==> src/rtl/hamming_serial_secded_decoder_if.sv <==
// Interface for the bit-serial Hamming decoder: serial bit input side plus the
// valid/ready word output side. The slave modport is the decoder's view.
// Widths track the SECDED_EN build option so they match the decoder.
interface hamming_serial_secded_decoder_if #(
  parameter int unsigned PAR_W = 3
) ();
  localparam int unsigned DATA_W = 2**PAR_W - 1 - PAR_W;
`ifdef SECDED_EN
  localparam int unsigned CODE_W = 2**PAR_W;
`else
  localparam int unsigned CODE_W = 2**PAR_W - 1;
`endif
  localparam int unsigned CNT_W = $clog2(CODE_W + 1);

  logic              ena;
  logic              bit_in;
  logic              bit_valid;
  logic              frame_start;
  logic              out_valid;
  logic              out_ready;
  logic [DATA_W-1:0] data_out;
  logic              err_corrected;
  logic              err_uncorrectable;
  logic [PAR_W-1:0]  syndrome_out;
  logic [CNT_W-1:0]  bit_count_out;
  logic              overrun;

  modport slave (
    input  ena, bit_in, bit_valid, frame_start, out_ready,
    output out_valid, data_out, err_corrected, err_uncorrectable, syndrome_out,
           bit_count_out, overrun
  );

  modport master (
    output ena, bit_in, bit_valid, frame_start, out_ready,
    input  out_valid, data_out, err_corrected, err_uncorrectable, syndrome_out,
           bit_count_out, overrun
  );
endinterface

==> src/rtl/hamming_serial_secded_decoder.sv <==
// Bit-serial Hamming decoder. Collects CODE_W code bits (position 1 first),
// holds the completed frame in a one-cycle decode stage, then loads a 1-entry
// output register presented on a valid/ready handshake.
// Build option: define SECDED_EN to add a trailing overall-parity bit and
// double-error detection; undefined gives plain single-error correction.
module hamming_serial_secded_decoder #(
  parameter int unsigned PAR_W = 3
) (
  input logic                            clk,
  input logic                            rst_n,
  hamming_serial_secded_decoder_if.slave bus
);
  localparam int unsigned DATA_W = 2**PAR_W - 1 - PAR_W;
  localparam int unsigned NPOS   = 2**PAR_W - 1;
`ifdef SECDED_EN
  localparam int unsigned CODE_W = 2**PAR_W;
`else
  localparam int unsigned CODE_W = 2**PAR_W - 1;
`endif
  localparam int unsigned CNT_W = $clog2(CODE_W + 1);

  // Code position (1-based) of the k-th data bit, data LSB first.
  function automatic int unsigned data_pos(int unsigned k);
    int unsigned n;
    n = 0;
    data_pos = 0;
    for (int unsigned p = 3; p <= NPOS; p++) begin
      if ((p & (p - 1)) != 0) begin
        if (n == k) data_pos = p;
        n++;
      end
    end
  endfunction

  logic [CODE_W-1:0] code_q, code_d;
  logic [CNT_W-1:0]  cnt_q, cnt_d;
  logic              frame_done;
  logic [CODE_W-1:0] dec_code_q;
  logic              dec_valid_q;
  logic [PAR_W-1:0]  syn;
  logic              fix, corr_flag, unc_flag;
  logic [DATA_W-1:0] data_fixed;
  logic              out_valid_q;
  logic [DATA_W-1:0] data_q;
  logic              err_c_q, err_u_q, overrun_q;
  logic [PAR_W-1:0]  syn_q;

  // Serial collection: store the incoming bit at position cnt+1, wrap at CODE_W.
  always_comb begin
    code_d     = code_q;
    cnt_d      = cnt_q;
    frame_done = 1'b0;
    if (bus.ena) begin
      if (bus.frame_start) begin
        cnt_d = '0;
        if (bus.bit_valid) begin
          code_d[0] = bus.bit_in;
          cnt_d     = CNT_W'(1);
        end
      end else if (bus.bit_valid) begin
        for (int unsigned i = 0; i < CODE_W; i++) begin
          if (cnt_q == CNT_W'(i)) code_d[i] = bus.bit_in;
        end
        if (cnt_q == CNT_W'(CODE_W - 1)) begin
          cnt_d      = '0;
          frame_done = 1'b1;
        end else begin
          cnt_d = cnt_q + CNT_W'(1);
        end
      end
    end
  end

  // Collection state and decode-stage capture of each completed frame.
  always_ff @(posedge clk or negedge rst_n) begin
    if (!rst_n) begin
      code_q      <= '0;
      cnt_q       <= '0;
      dec_code_q  <= '0;
      dec_valid_q <= 1'b0;
    end else begin
      code_q      <= code_d;
      cnt_q       <= cnt_d;
      dec_valid_q <= frame_done;
      if (frame_done) dec_code_q <= code_d;
    end
  end

  // Syndrome, error classification and corrected data for the decode stage.
  always_comb begin
    syn = '0;
    for (int unsigned p = 1; p <= NPOS; p++) begin
      if (dec_code_q[p-1]) syn = syn ^ PAR_W'(p);
    end
`ifdef SECDED_EN
    // Odd overall parity means an odd number of flips; even with syn!=0 is a double error.
    fix       = (syn != '0) && (^dec_code_q);
    corr_flag = ^dec_code_q;
    unc_flag  = (syn != '0) && !(^dec_code_q);
`else
    fix       = (syn != '0);
    corr_flag = fix;
    unc_flag  = 1'b0;
`endif
    data_fixed = '0;
    for (int unsigned k = 0; k < DATA_W; k++) begin
      data_fixed[k] = dec_code_q[data_pos(k)-1] ^ (fix && (syn == PAR_W'(data_pos(k))));
    end
  end

  // Output register: load when empty or being drained, otherwise drop and flag overrun.
  always_ff @(posedge clk or negedge rst_n) begin
    if (!rst_n) begin
      out_valid_q <= 1'b0;
      data_q      <= '0;
      err_c_q     <= 1'b0;
      err_u_q     <= 1'b0;
      syn_q       <= '0;
      overrun_q   <= 1'b0;
    end else begin
      overrun_q <= 1'b0;
      if (dec_valid_q) begin
        if (!out_valid_q || bus.out_ready) begin
          out_valid_q <= 1'b1;
          data_q      <= data_fixed;
          err_c_q     <= corr_flag;
          err_u_q     <= unc_flag;
          syn_q       <= syn;
        end else begin
          overrun_q <= 1'b1;
        end
      end else if (out_valid_q && bus.out_ready) begin
        out_valid_q <= 1'b0;
      end
    end
  end

  assign bus.out_valid         = out_valid_q;
  assign bus.data_out          = data_q;
  assign bus.err_corrected     = err_c_q;
  assign bus.err_uncorrectable = err_u_q;
  assign bus.syndrome_out      = syn_q;
  assign bus.bit_count_out     = cnt_q;
  assign bus.overrun           = overrun_q;
endmodule

==> src/flat_wrapper.sv <==
// flat-port wrapper written by rule: the top's interface ports become plain ports
module hamming_serial_secded_decoder_flat 
#(
  parameter int unsigned PAR_W = 3
)
  (clk, rst_n, bus_ena, bus_bit_in, bus_bit_valid, bus_frame_start, bus_out_ready, bus_out_valid, bus_data_out, bus_err_corrected, bus_err_uncorrectable, bus_syndrome_out, bus_bit_count_out, bus_overrun);
  hamming_serial_secded_decoder_if #(.PAR_W(PAR_W)) bus_i ();
  input logic clk;
  input logic rst_n;
  input wire logic [$bits(bus_i.ena)-1:0] bus_ena;
  input wire logic [$bits(bus_i.bit_in)-1:0] bus_bit_in;
  input wire logic [$bits(bus_i.bit_valid)-1:0] bus_bit_valid;
  input wire logic [$bits(bus_i.frame_start)-1:0] bus_frame_start;
  input wire logic [$bits(bus_i.out_ready)-1:0] bus_out_ready;
  output wire logic [$bits(bus_i.out_valid)-1:0] bus_out_valid;
  output wire logic [$bits(bus_i.data_out)-1:0] bus_data_out;
  output wire logic [$bits(bus_i.err_corrected)-1:0] bus_err_corrected;
  output wire logic [$bits(bus_i.err_uncorrectable)-1:0] bus_err_uncorrectable;
  output wire logic [$bits(bus_i.syndrome_out)-1:0] bus_syndrome_out;
  output wire logic [$bits(bus_i.bit_count_out)-1:0] bus_bit_count_out;
  output wire logic [$bits(bus_i.overrun)-1:0] bus_overrun;
  assign bus_i.ena = bus_ena;
  assign bus_i.bit_in = bus_bit_in;
  assign bus_i.bit_valid = bus_bit_valid;
  assign bus_i.frame_start = bus_frame_start;
  assign bus_i.out_ready = bus_out_ready;
  assign bus_out_valid = bus_i.out_valid;
  assign bus_data_out = bus_i.data_out;
  assign bus_err_corrected = bus_i.err_corrected;
  assign bus_err_uncorrectable = bus_i.err_uncorrectable;
  assign bus_syndrome_out = bus_i.syndrome_out;
  assign bus_bit_count_out = bus_i.bit_count_out;
  assign bus_overrun = bus_i.overrun;
  hamming_serial_secded_decoder #(.PAR_W(PAR_W)) u_core (.clk(clk), .rst_n(rst_n), .bus(bus_i));
endmodule
==> config.mk <==
export PLATFORM = sky130hd
export DESIGN_NAME = hamming_serial_secded_decoder_flat
export DESIGN_NICKNAME = d
export VERILOG_FILES = /design/src/rtl/hamming_serial_secded_decoder_if.sv /design/src/rtl/hamming_serial_secded_decoder.sv /design/src/flat_wrapper.sv
export SDC_FILE = /design/constraint.sdc
export NUM_CORES = 1
export LEC_CHECK = 0
export BUFFER_PORTS_ARGS = -buffer_cell sky130_fd_sc_hd__buf_2
export CORE_MARGIN = 2
export CORE_UTILIZATION = 61
export CTS_BUF_LIST = sky130_fd_sc_hd__clkbuf_8
export DETAILED_ROUTE_END_ITERATION = 10
export GPL_TIMING_DRIVEN = 1
export PLACE_DENSITY = 0.86
export SYNTH_ARGS = -nofsm -noshare
export SYNTH_HDL_FRONTEND = slang
export SYNTH_SLANG_ARGS = --single-unit
==> constraint.sdc <==
create_clock -name clk -period 3.3 [get_ports clk]
set_input_delay 0.495 -clock clk [delete_from_list [all_inputs] [get_ports clk]]
set_output_delay 0.495 -clock clk [all_outputs]
set_load 0.05 [all_outputs]
==> impl_results.md <==
* Status: complete, no violations
* IO Port Bufs at 19
* Pins Over Slew Limit at 0
* DP Wirelength at 1880 um
* Drt via density at 5.79
* Total GRT Usage at 0.213
* Via count at 973
* Post-Route WL at 2420 um
* Setup violators final at 0
* Die Y at 51.0 um
* Max Cap Viol at 0
* Largest net degree at the start of global routing at 28
* Crit. End Element: flop
* CTS Sinks at 27
* Fmax at 540 MHz
* Worst Setup Start Kind: flop
* Final Hold Vio Count at 0
* Commonest non-fill, non-tap cell in the layout: dfrtp_1
* PwrDens at 595 mW/mm^2
* GP Congestion at 0.784
* Complex-gate fraction of the synthesized area at 0.106
* Nets at 149
* H-tree level count at 1
* Clk pin slew, worst setup/hold paths at 0.10 ns
* Vias in the first global route at 923
* Setup Crit Path Kind: reg2reg
* Row count at 17
* Leak at 0.716 nW
* Post-Synthesis Cell Area at 0.00135 sq mm
* Synthesis-to-finish area growth at 10.8%
* Final non-filler cell total at 168
* Placed cell area at 0.00145 sq mm
* Routed Antenna Nets at 0
* Final Critical Period at 1.85 ns
* First-pass GRT wire length at 4080 um
* Setup_tns at 0 ns
* DRT iter0 DRCs at 26
* Post-Synth Adder-Cell Area at 0.00928
* Post-CTS setup buffers at 0
* CTS resizes at 0
* Clk_skew at 0.0136 ns
* Worst Path Max Fanout at 10
* Most used DFF post-synth: dfrtp_1
* Placement Setup Slack at 1.33 ns
* Worst min path class: in2async
* Die W at 51.0 um
* FF-to-FF Start: u_core.bus.bit_count_out[1]$_DFFE_PN0P_
* Tcrit/Tclk final at 0.561
* Post-synth EDFFs at 0
* Critical path data required time at 3.45 ns
* Post-synthesis instance total at 123
* Seq/Total Area, Yosys at 0.501
* RSZ-0062 raised after global routing: no
* Combinational family with the most area after synthesis: simple AND/OR/NAND/NOR gates
* First-pass iteration count of the detailed router at 4
* CTS Hold Bufs at 0
* VDD IR max at 397 uV
* Distinct cells, synth at 40
* Core area at 0.00215 sq mm
* WP data arrival at 2.00 ns
* Mux contribution to synthesized area at 0.109
* Measured slew at the worst slew-check pin at 0.568 ns
* Tot Pwr at 0.889 mW
* Worst hold slack at 0.208 ns
* Reg2reg setup slack at 1.45 ns
* GRT overflow at 0
* Drt wl/cell at 14.4 um
* Reg2reg end: u_core.dec_code_q[1]$_DFFE_PN0P_
* CTS Buffer Depth at 2
* Cells after DPL at 164
* Most frequent cells in the layout: 27 x dfrtp_1, 19 x buf_2, 10 x nand2_1
* Post-layout util at 0.695
* Initial antenna violation count at 0
* Layout cell share with drive strength beyond 1 at 0.257
* Final instance area at 0.00149 sq mm
* DR DRC count at 0
* Max_slew headroom at 0.621
* Post-synthesis net count at 131
* Asr flop ratio synth at 1.00
* #FFs+latches synth at 27
* Synth Area in Simple Gates at 0.159
* YS warnings at 0
* Worst r2r path cells at 4
* Antenna diodes at 0
* Later-pin clock latency in the skew report at 0.27 ns
* Initial core utilization at 0.628
* Clock Tree Root: clkbuf_8
* Ports at 21
* CTS Buf Count at 3
* TritonCTS clock tree: built
* Avg Cell Area, Syn at 11.0 sq um
* Final setup margin at 1.45 ns
* Post-Synth XOR/XNOR Area at 0.0807
* Die area at 0.00260 sq mm
## critical path, stage by stage (launching register included)
cell and delay, ns:
dfrtp_1 0.51, inv_1 0.10, or4_1 0.64, inv_2 0.14
mux2_2 0.33
## layer usage
| metal | vias up | GRT usage | share of wire |
|---|---|---|---|
| li1 | 468 | - | - |
| met1 | 475 | 0.246 | 0.40 |
| met2 | 26 | 0.392 | 0.55 |
| met3 | 4 | 0.0351 | 0.036 |
| met4 | 0 | 0.0811 | 0.017 |
| met5 | - | 0 | 0 |
## Yosys cell counts, types with 2 or more instances
library cell,count,area (sq um)
nand3_1,5,25.0
buf_2,3,15.0
a21oi_1,3,15.0
o21ai_0,7,35.0
and2_1,2,12.5
nand2b_1,2,12.5
o22ai_1,2,12.5
xor2_1,3,26.3
nor2b_1,3,18.8
xnor2_1,5,43.8
inv_1,3,11.3
nand4_1,2,12.5
nor3_1,4,20.0
o311ai_1,2,17.5
mux2_2,8,90.1
nand2_1,10,37.5
dfrtp_1,27,676
mux2_1,5,56.3
nor2_1,5,18.8
clkbuf_1,2,7.51
## power by group
group / switching, mW / total [mW] / internal [mW]
Sequential: 0.0478 / 0.434 / 0.386
Clock: 0.0969 / 0.180 / 0.0832
Combinational: 0.183 / 0.276 / 0.0930
Total: 0.327 / 0.889 / 0.562
## kinds of logic (layout without fill, tap and decap cells)
logic type                 count (synthesis)  in the layout
other                                      1              1
DFF                                       27             27
adders and majority gates                  1              1
and+or+nand+nor                           40             40
buffers and inverters                     10             27
muxes                                     13             13
xor gates and xnor gates                  10             10
AOI/OAI and AO/OA                         21             21
## worst max-delay path by stage
stage / slack (ns) / to / startpoint / cells past startpoint
final: 1.45 / u_core.dec_code_q[1]$_DFFE_PN0P_ / u_core.bus.bit_count_out[1]$_DFFE_PN0P_ / 4
after global routing: 1.37 / u_core.dec_code_q[0]$_DFFE_PN0P_ / u_core.bus.bit_count_out[1]$_DFFE_PN0P_ / 4
after CTS: 1.46 / u_core.dec_code_q[1]$_DFFE_PN0P_ / u_core.bus.bit_count_out[1]$_DFFE_PN0P_ / 4
after detailed placement: 1.33 / u_core.dec_code_q[1]$_DFFE_PN0P_ / bus_ena / 5
after global placement: 1.40 / u_core.dec_code_q[3]$_DFFE_PN0P_ / bus_ena / 5
after floorplan: 1.24 / u_core.dec_code_q[0]$_DFFE_PN0P_ / u_core.bus.bit_count_out[1]$_DFFE_PN0P_ / 6
## area by class of cell
type                       instances  area, sq um
tap                               28         35.0
sequential                        27          676
timing repair buffer              19         95.1
multi-input combinational         86          628
clock buffer                       3         41.3
fill                             163          654
inverter                           4         15.0
clock inverter                     1         3.75
## sequential cells by signal, indices dropped and copies added, names as in the netlist
name	flops
u_core.bus.syndrome_out	3
u_core.dec_code_q	7
u_core.bus.data_out	4
u_core.bus.bit_count_out	3
u_core.code_q	6
u_core.bus.out_valid	1
u_core.bus.err_corrected	1
u_core.dec_valid_q	1
u_core.bus.overrun	1
Note: power is estimated with default switching activity, not from simulation.
